**src/rtl/multisum_pipe.sv**
```systemverilog
// multisum_pipe: pipelined NUM_IN-operand unsigned adder tree with an
// optional running-accumulate output stage and a sticky overflow flag.
// Tree levels are WIDTH+LEVELS bits wide, so no carry is lost before the
// output stage. That stage decides between wrapping and saturating.
module multisum_pipe #(
    parameter int unsigned WIDTH    = 32,
    parameter int unsigned NUM_IN   = 3,
    parameter int unsigned SATURATE = 0
) (
    input  logic                      clk,
    input  logic                      rst,
    input  logic                      in_valid,
    input  logic [NUM_IN*WIDTH-1:0]   in_data,
    input  logic                      in_acc,
    input  logic                      ovf_clr,
    output logic                      sum_valid,
    output logic [WIDTH-1:0]          sum,
    output logic                      ovf
);

    localparam int unsigned LEVELS = $clog2(NUM_IN);
    localparam int unsigned TW     = WIDTH + LEVELS;

    logic [TW-1:0]     in_ext [NUM_IN];
    logic [TW-1:0]     tree_d [LEVELS][NUM_IN];
    logic [TW-1:0]     tree_q [LEVELS][NUM_IN];
    logic [LEVELS-1:0] vld_q;
    logic [LEVELS-1:0] tag_q;

    logic [TW-1:0]     tree_res;
    logic [TW:0]       acc_term;
    logic [TW:0]       raw;
    logic              over;

    for (genvar i = 0; i < NUM_IN; i++) begin : g_in
        assign in_ext[i] = {{LEVELS{1'b0}}, in_data[i*WIDTH +: WIDTH]};
    end

    // Each level pairs up the entries of the level below it. An odd leftover
    // entry passes straight through, and unused slots are tied to zero.
    for (genvar l = 0; l < LEVELS; l++) begin : g_lvl
        localparam int unsigned SRC_CNT = (NUM_IN + (1 << l) - 1) >> l;
        for (genvar j = 0; j < NUM_IN; j++) begin : g_node
            if (2*j + 1 < SRC_CNT) begin : g_add
                if (l == 0) begin : g_src_in
                    assign tree_d[l][j] = in_ext[2*j] + in_ext[2*j+1];
                end else begin : g_src_lvl
                    assign tree_d[l][j] = tree_q[l-1][2*j] + tree_q[l-1][2*j+1];
                end
            end else if (2*j < SRC_CNT) begin : g_pass
                if (l == 0) begin : g_src_in
                    assign tree_d[l][j] = in_ext[2*j];
                end else begin : g_src_lvl
                    assign tree_d[l][j] = tree_q[l-1][2*j];
                end
            end else begin : g_unused
                assign tree_d[l][j] = '0;
            end
        end
    end

    // Tree data registers. The data is don't-care whenever the valid bit is low,
    // so these registers have no reset.
    always_ff @(posedge clk) begin
        tree_q <= tree_d;
    end

    // Valid and accumulate-tag bits move through the tree alongside the data.
    always_ff @(posedge clk or posedge rst) begin
        if (rst) begin
            vld_q <= '0;
            tag_q <= '0;
        end else begin
            vld_q[0] <= in_valid;
            tag_q[0] <= in_acc;
            for (int unsigned l = 1; l < LEVELS; l++) begin
                vld_q[l] <= vld_q[l-1];
                tag_q[l] <= tag_q[l-1];
            end
        end
    end

    // Take the full-width result, optionally add the current sum to it, and
    // detect any bit above WIDTH.
    always_comb begin
        tree_res = tree_q[LEVELS-1][0];
        acc_term = '0;
        if (tag_q[LEVELS-1]) begin
            acc_term = {{(LEVELS+1){1'b0}}, sum};
        end
        raw  = {1'b0, tree_res} + acc_term;
        over = |raw[TW:WIDTH];
    end

    // Output register. The overflow set takes priority over a clear that
    // arrives on the same edge.
    always_ff @(posedge clk or posedge rst) begin
        if (rst) begin
            sum_valid <= 1'b0;
            sum       <= '0;
            ovf       <= 1'b0;
        end else begin
            sum_valid <= vld_q[LEVELS-1];
            if (vld_q[LEVELS-1]) begin
                if (over && (SATURATE != 0)) begin
                    sum <= '1;
                end else begin
                    sum <= raw[WIDTH-1:0];
                end
            end
            if (vld_q[LEVELS-1] && over) begin
                ovf <= 1'b1;
            end else if (ovf_clr) begin
                ovf <= 1'b0;
            end
        end
    end

endmodule
```
**config.mk**
```make
export PLATFORM = sky130hd
export DESIGN_NAME = multisum_pipe
export DESIGN_NICKNAME = d
export VERILOG_FILES = /design/src/rtl/multisum_pipe.sv
export SDC_FILE = /design/constraint.sdc
export NUM_CORES = 1
export LEC_CHECK = 0
export BUFFER_PORTS_ARGS = -buffer_cell sky130_fd_sc_hd__buf_2
export CAP_MARGIN = 20
export CORE_MARGIN = 10
export CORE_UTILIZATION = 45
export CTS_CLUSTER_SIZE = 20
export DETAILED_ROUTE_END_ITERATION = 16
export PLACE_DENSITY = 0.66
export SLEW_MARGIN = 20
export SYNTH_ARGS = -nofsm -noshare
export SYNTH_HDL_FRONTEND = slang
export SYNTH_SLANG_ARGS = --single-unit
export TNS_END_PERCENT = 20
```
**constraint.sdc**
```tcl
create_clock -name clk -period 8.95 [get_ports clk]
set_input_delay 1.79 -clock clk [delete_from_list [all_inputs] [get_ports clk]]
set_output_delay 1.79 -clock clk [all_outputs]
set_load 0.01 [all_outputs]
```
# Word level (Yosys, flattened, before mapping)
# Index checks and enable logic that the tools add are counted.
# op_classes
mux,3
reduce_logical,3
add_sub_neg,3
# ops
cell,n
adder 34 x 35 -> 35 bit,1
adder 33 x 32 -> 34 bit,1
adder 32 x 32 -> 33 bit,1
two-way mux 32 bit,1
OR reduction 3 bit,1
two-way mux 1 bit,2
nonzero test 2 bit,1
logical AND 1 bit,1
# word_totals
out_inout_bits,34
in_bits,101
reg_bits,137

# Depth between registers and ports, before layout
# logic_depth
word_depth,5
mapped_depth,13
depth_no_buf,12

# Worst setup path after synthesis
# No wires, ideal clock.
# synth_timing
kind,input to register
from,input in_data[17]
to,register tree_q[202] in the netlist's numbering
t_required_ns,8.825
arrival_time_ns,4.051
path_stages,10
setup_slack_ns,4.774
n_path_buf,0
cell_sequence,ha_1 a21oi_1 o21bai_1 a2111oi_0 o31ai_1 or3_1 o21bai_1 a31o_1 a41oi_1 o21ai_1
# synth_lines
item,line,rtl
start: declaration,13,"input logic [NUM_IN*WIDTH-1:0] in_data,"
end signal: assignment,65,tree_q <= tree_d;
end: declaration,26,logic [TW-1:0] tree_q [LEVELS][NUM_IN];

==> results_dict.tcl <==
set metrics [dict create \
    rr_startpoint "tag_q[1]" \
    rsz0062_at_grt "no" \
    p_int_mw 1.89 \
    drive_gt1_share_pct 19.2 \
    power.switching_mw 1.16 \
    met1_usage_pct 21.1 \
    numCtsBuffers 17 \
    gp_routability_congestion 0.897 \
    port_buffers 134 \
    worst-path-max-fanout 3 \
    cp.required_ns 9.25 \
    gr-max-usage-layer "met2" \
    status "finished clean" \
    drt-wirelength-per-cell_um 14.5 \
    clock_power_share_pct 20.9 \
    cts_tree "done" \
    grt_pass1_vias 6533 \
    rows 49 \
    yosys.area.top_type_share_pct 24.4 \
    cts_resized 0 \
    area_delta_synth_final_pct 18.1 \
    grt_usage_pct 15.3 \
    ctsRootBufferMaster "clkbuf_16" \
    setup_ws_ns 4.65 \
    worstSetupEndpointType "register" \
    yosys_warnings 0 \
    die_area_sq_um 23800 \
    slew_headroom_pct 30.6 \
    drt_iter0_drc 259 \
    crit_path_end "tree_q[201]" \
    antenna_found_initial 0 \
    yosys-top-cells-count "dfxtp_1 (99), ha_1 (96), a21oi_1 (82)" \
    fp.dieW_um 154 \
    h-tree-depth 4 \
    tns_ns 0 \
    rr_endpoint "ovf" \
    cpPeakStageDelay_ns 0.94 \
    start_kind "input port" \
    overflow 0 \
    nFillCells 1633 \
    cp_cell_sequence "buf_2 -> ha_1 -> a21o_1 -> a21oi_1 -> o21ai_0 -> nand3_1 -> a2111oi_0 -> o31ai_1 -> o21ai_0 -> a21oi_1 -> xnor2_1" \
    power_density_nw_per_um2 318 \
    ys_ff_latch 137 \
    clock.fmax_mhz 232 \
    viasPerCell 5.21 \
    synthFlopType "dfxtp_1" \
    p_leak_nw 4.44 \
    yosysUniqueCellTypes 67 \
    dp_hpwl_um 14400 \
    r2r_slack_ns 4.89 \
    finClkSkew_ns 0.00876 \
    p_sw_share_pct 37.9 \
    antenna_cells 0 \
    synth_nets 1062 \
    hold_viol 0 \
    drt_first_pass_iters 5 \
    cts_hold_buffers 0 \
    pwr-share-seq_pct 30.2 \
    clk_pin_slew_ns 0.05 \
    drc 0 \
    grt_use_met2_pct 22.9 \
    fin_crit_sh_pct 48.1 \
    post_cts_buffers 0 \
    reg2regPathDepth 12 \
    syn_area_per_cell_sq_um 9.41 \
    use_met3_pct 3.58 \
    synth.most_common_cell "dfxtp_1" \
    cts_sinks 137 \
    pwr-share-comb_pct 48.9 \
    vdd_drop_max_mv 0.140 \
    ys_seq_area_share_pct 36.1 \
    synth_edf_count 0 \
    grt_start_max_net_pins 44 \
    clk_path_buf_depth 2 \
    period_needed_ns 4.30 \
    ioPinCount 135 \
    fp.dieH_um 154 \
    synthTopCellsByArea "dfxtp_1 (24%), ha_1 (15%), dfrtp_1 (12%)" \
    synthCells 862 \
    drv_cap 0 \
    num_vias 6487 \
    arrival_ns 4.61 \
    synth_area_sq_um 8120 \
    synthArstFlopShare_pct 27.7 \
    worstSetupPathType "input port to register" \
    synth_top_area_cell "dfxtp_1" \
    dpl_worst_slack_ns 4.31 \
    antenna_left 0 \
    totalWireLength_um 18100 \
    report.final.setup_viol 0 \
    clk_latency_ns 0.42 \
    core_sq_um 17800 \
    slew_violations 0 \
    grt_pass1_wl_um 31000 \
    hold_class "register to register" \
    worst_path_max_delay_cell "a2111oi_0" \
    worst_pin_slew_ns 1.01 \
    worstSetupStartpoint "in_data[1]" \
    finalNetCount 1205 \
    start_util_pct 45.5 \
]
metrics by stage:
step | utilization, % | instance area [sq um] | power (mW) | std cells | hold slack, ns
2_1_floorplan | - | 8120 | 2.05 | 862 | 0.331
3_3_place_gp | 50.7 | 9040 | 2.39 | 1215 | 0.332
3_5_place_dp | 50.7 | 9040 | 2.41 | 1215 | 0.344
4_1_cts | 53.7 | 9590 | 3.07 | 1246 | 0.350
5_1_grt | 53.7 | 9590 | 3.32 | 1246 | 0.364
6_report | 53.7 | 9590 | 3.05 | 1246 | 0.348
cells in the final DEF (no fill, tap or decap), types with 3 or more instances in the layout:
cell / Yosys / layout
buf_2: 1 / 134
dfxtp_1: 99 / 99
ha_1: 96 / 96
a21oi_1: 82 / 82
xnor2_1: 60 / 60
nor2_1: 58 / 58
nand2_1: 41 / 41
dfrtp_1: 38 / 38
and2_1: 36 / 36
o21ai_0: 34 / 34
a21o_1: 34 / 34
inv_1: 32 / 32
nand3_1: 23 / 23
o21bai_1: 19 / 19
xor2_1: 19 / 19
mux2_2: 18 / 18
clkbuf_16: 0 / 18
o21a_1: 13 / 13
nor2b_1: 11 / 11
nor3_1: 11 / 11
o21ai_1: 10 / 10
a211oi_1: 10 / 10
nand2b_1: 9 / 9
and3_1: 8 / 8
nand4_1: 6 / 6
o31ai_1: 6 / 6
or3_1: 6 / 6
and4_1: 4 / 4
a41oi_1: 4 / 4
a2111oi_0: 4 / 4
clkbuf_1: 10 / 4
o22ai_1: 3 / 3
a31oi_1: 3 / 3
a21boi_1: 3 / 3
or2_2: 3 / 3
fa_1: 3 / 3
clkbuf_8: 0 / 3
clkinv_2: 0 / 3
cells by family after synthesis:
kind of cell	share of synthesized area [%]
compound gates	21.4
xor+xnor	8.53
fa+ha+maj	15.5
buf+inv	2.05
flops	36.1
mux	2.62
simple gates	13.8
worst min path at each step:
stage	start	to	slack, ns	cells past startpoint
CTS	tag_q[0]	tag_q[1]	0.35	0
global route	vld_q[0]	vld_q[1]	0.36	0
global placement	vld_q[0]	vld_q[1]	0.33	0
finish	tag_q[0]	tag_q[1]	0.35	0
detailed placement	tag_q[0]	tag_q[1]	0.34	0
floorplan	tag_q[0]	tag_q[1]	0.33	0
worst max-delay path: cells and delay by family:
family	cells	cell delay [ns]
AOI/OAI and AO/OA	7	2.12
xor gates and xnor gates	1	0.12
adders and majority gates	1	0.27
buffers and inverters	1	0.11
and+or+nand+nor	1	0.19
layer usage:
layer	part of all wire [%]	up-vias
li1	-	3436
met1	51	2887
met2	43	145
met3	4.1	19
met4	1.5	0
met5	0	-
layout make-up:
class                           count  area [sq um]  share of cell area [%]
Clock inverter                      6          38.8                   0.405
Sequential cell                   137          2930                    30.6
Inverter                           32           120                    1.25
Tap cell                          229           287                    2.99
Multi-Input combinational cell    681          5020                    52.3
Clock buffer                       25           507                    5.29
Timing Repair Buffer              136           686                    7.15
power groups by stage:
| stage | clock, mW | combinational [mW] | sequential (mW) |
|---|---|---|---|
| floorplan | 0 | 1.12 | 0.934 |
| global placement | 0 | 1.46 | 0.930 |
| detailed placement | 0 | 1.48 | 0.934 |
| CTS | 0.655 | 1.49 | 0.924 |
| global route | 0.682 | 1.69 | 0.945 |
| finish | 0.637 | 1.49 | 0.922 |
state kept, by name (all words and copies together) (netlist names):
signal	flops
tag_q	2
ovf	1
vld_q	2
sum	32
tree_res	34
sum_valid	1
tree_q	65
Power figures use the tool's default switching activity.
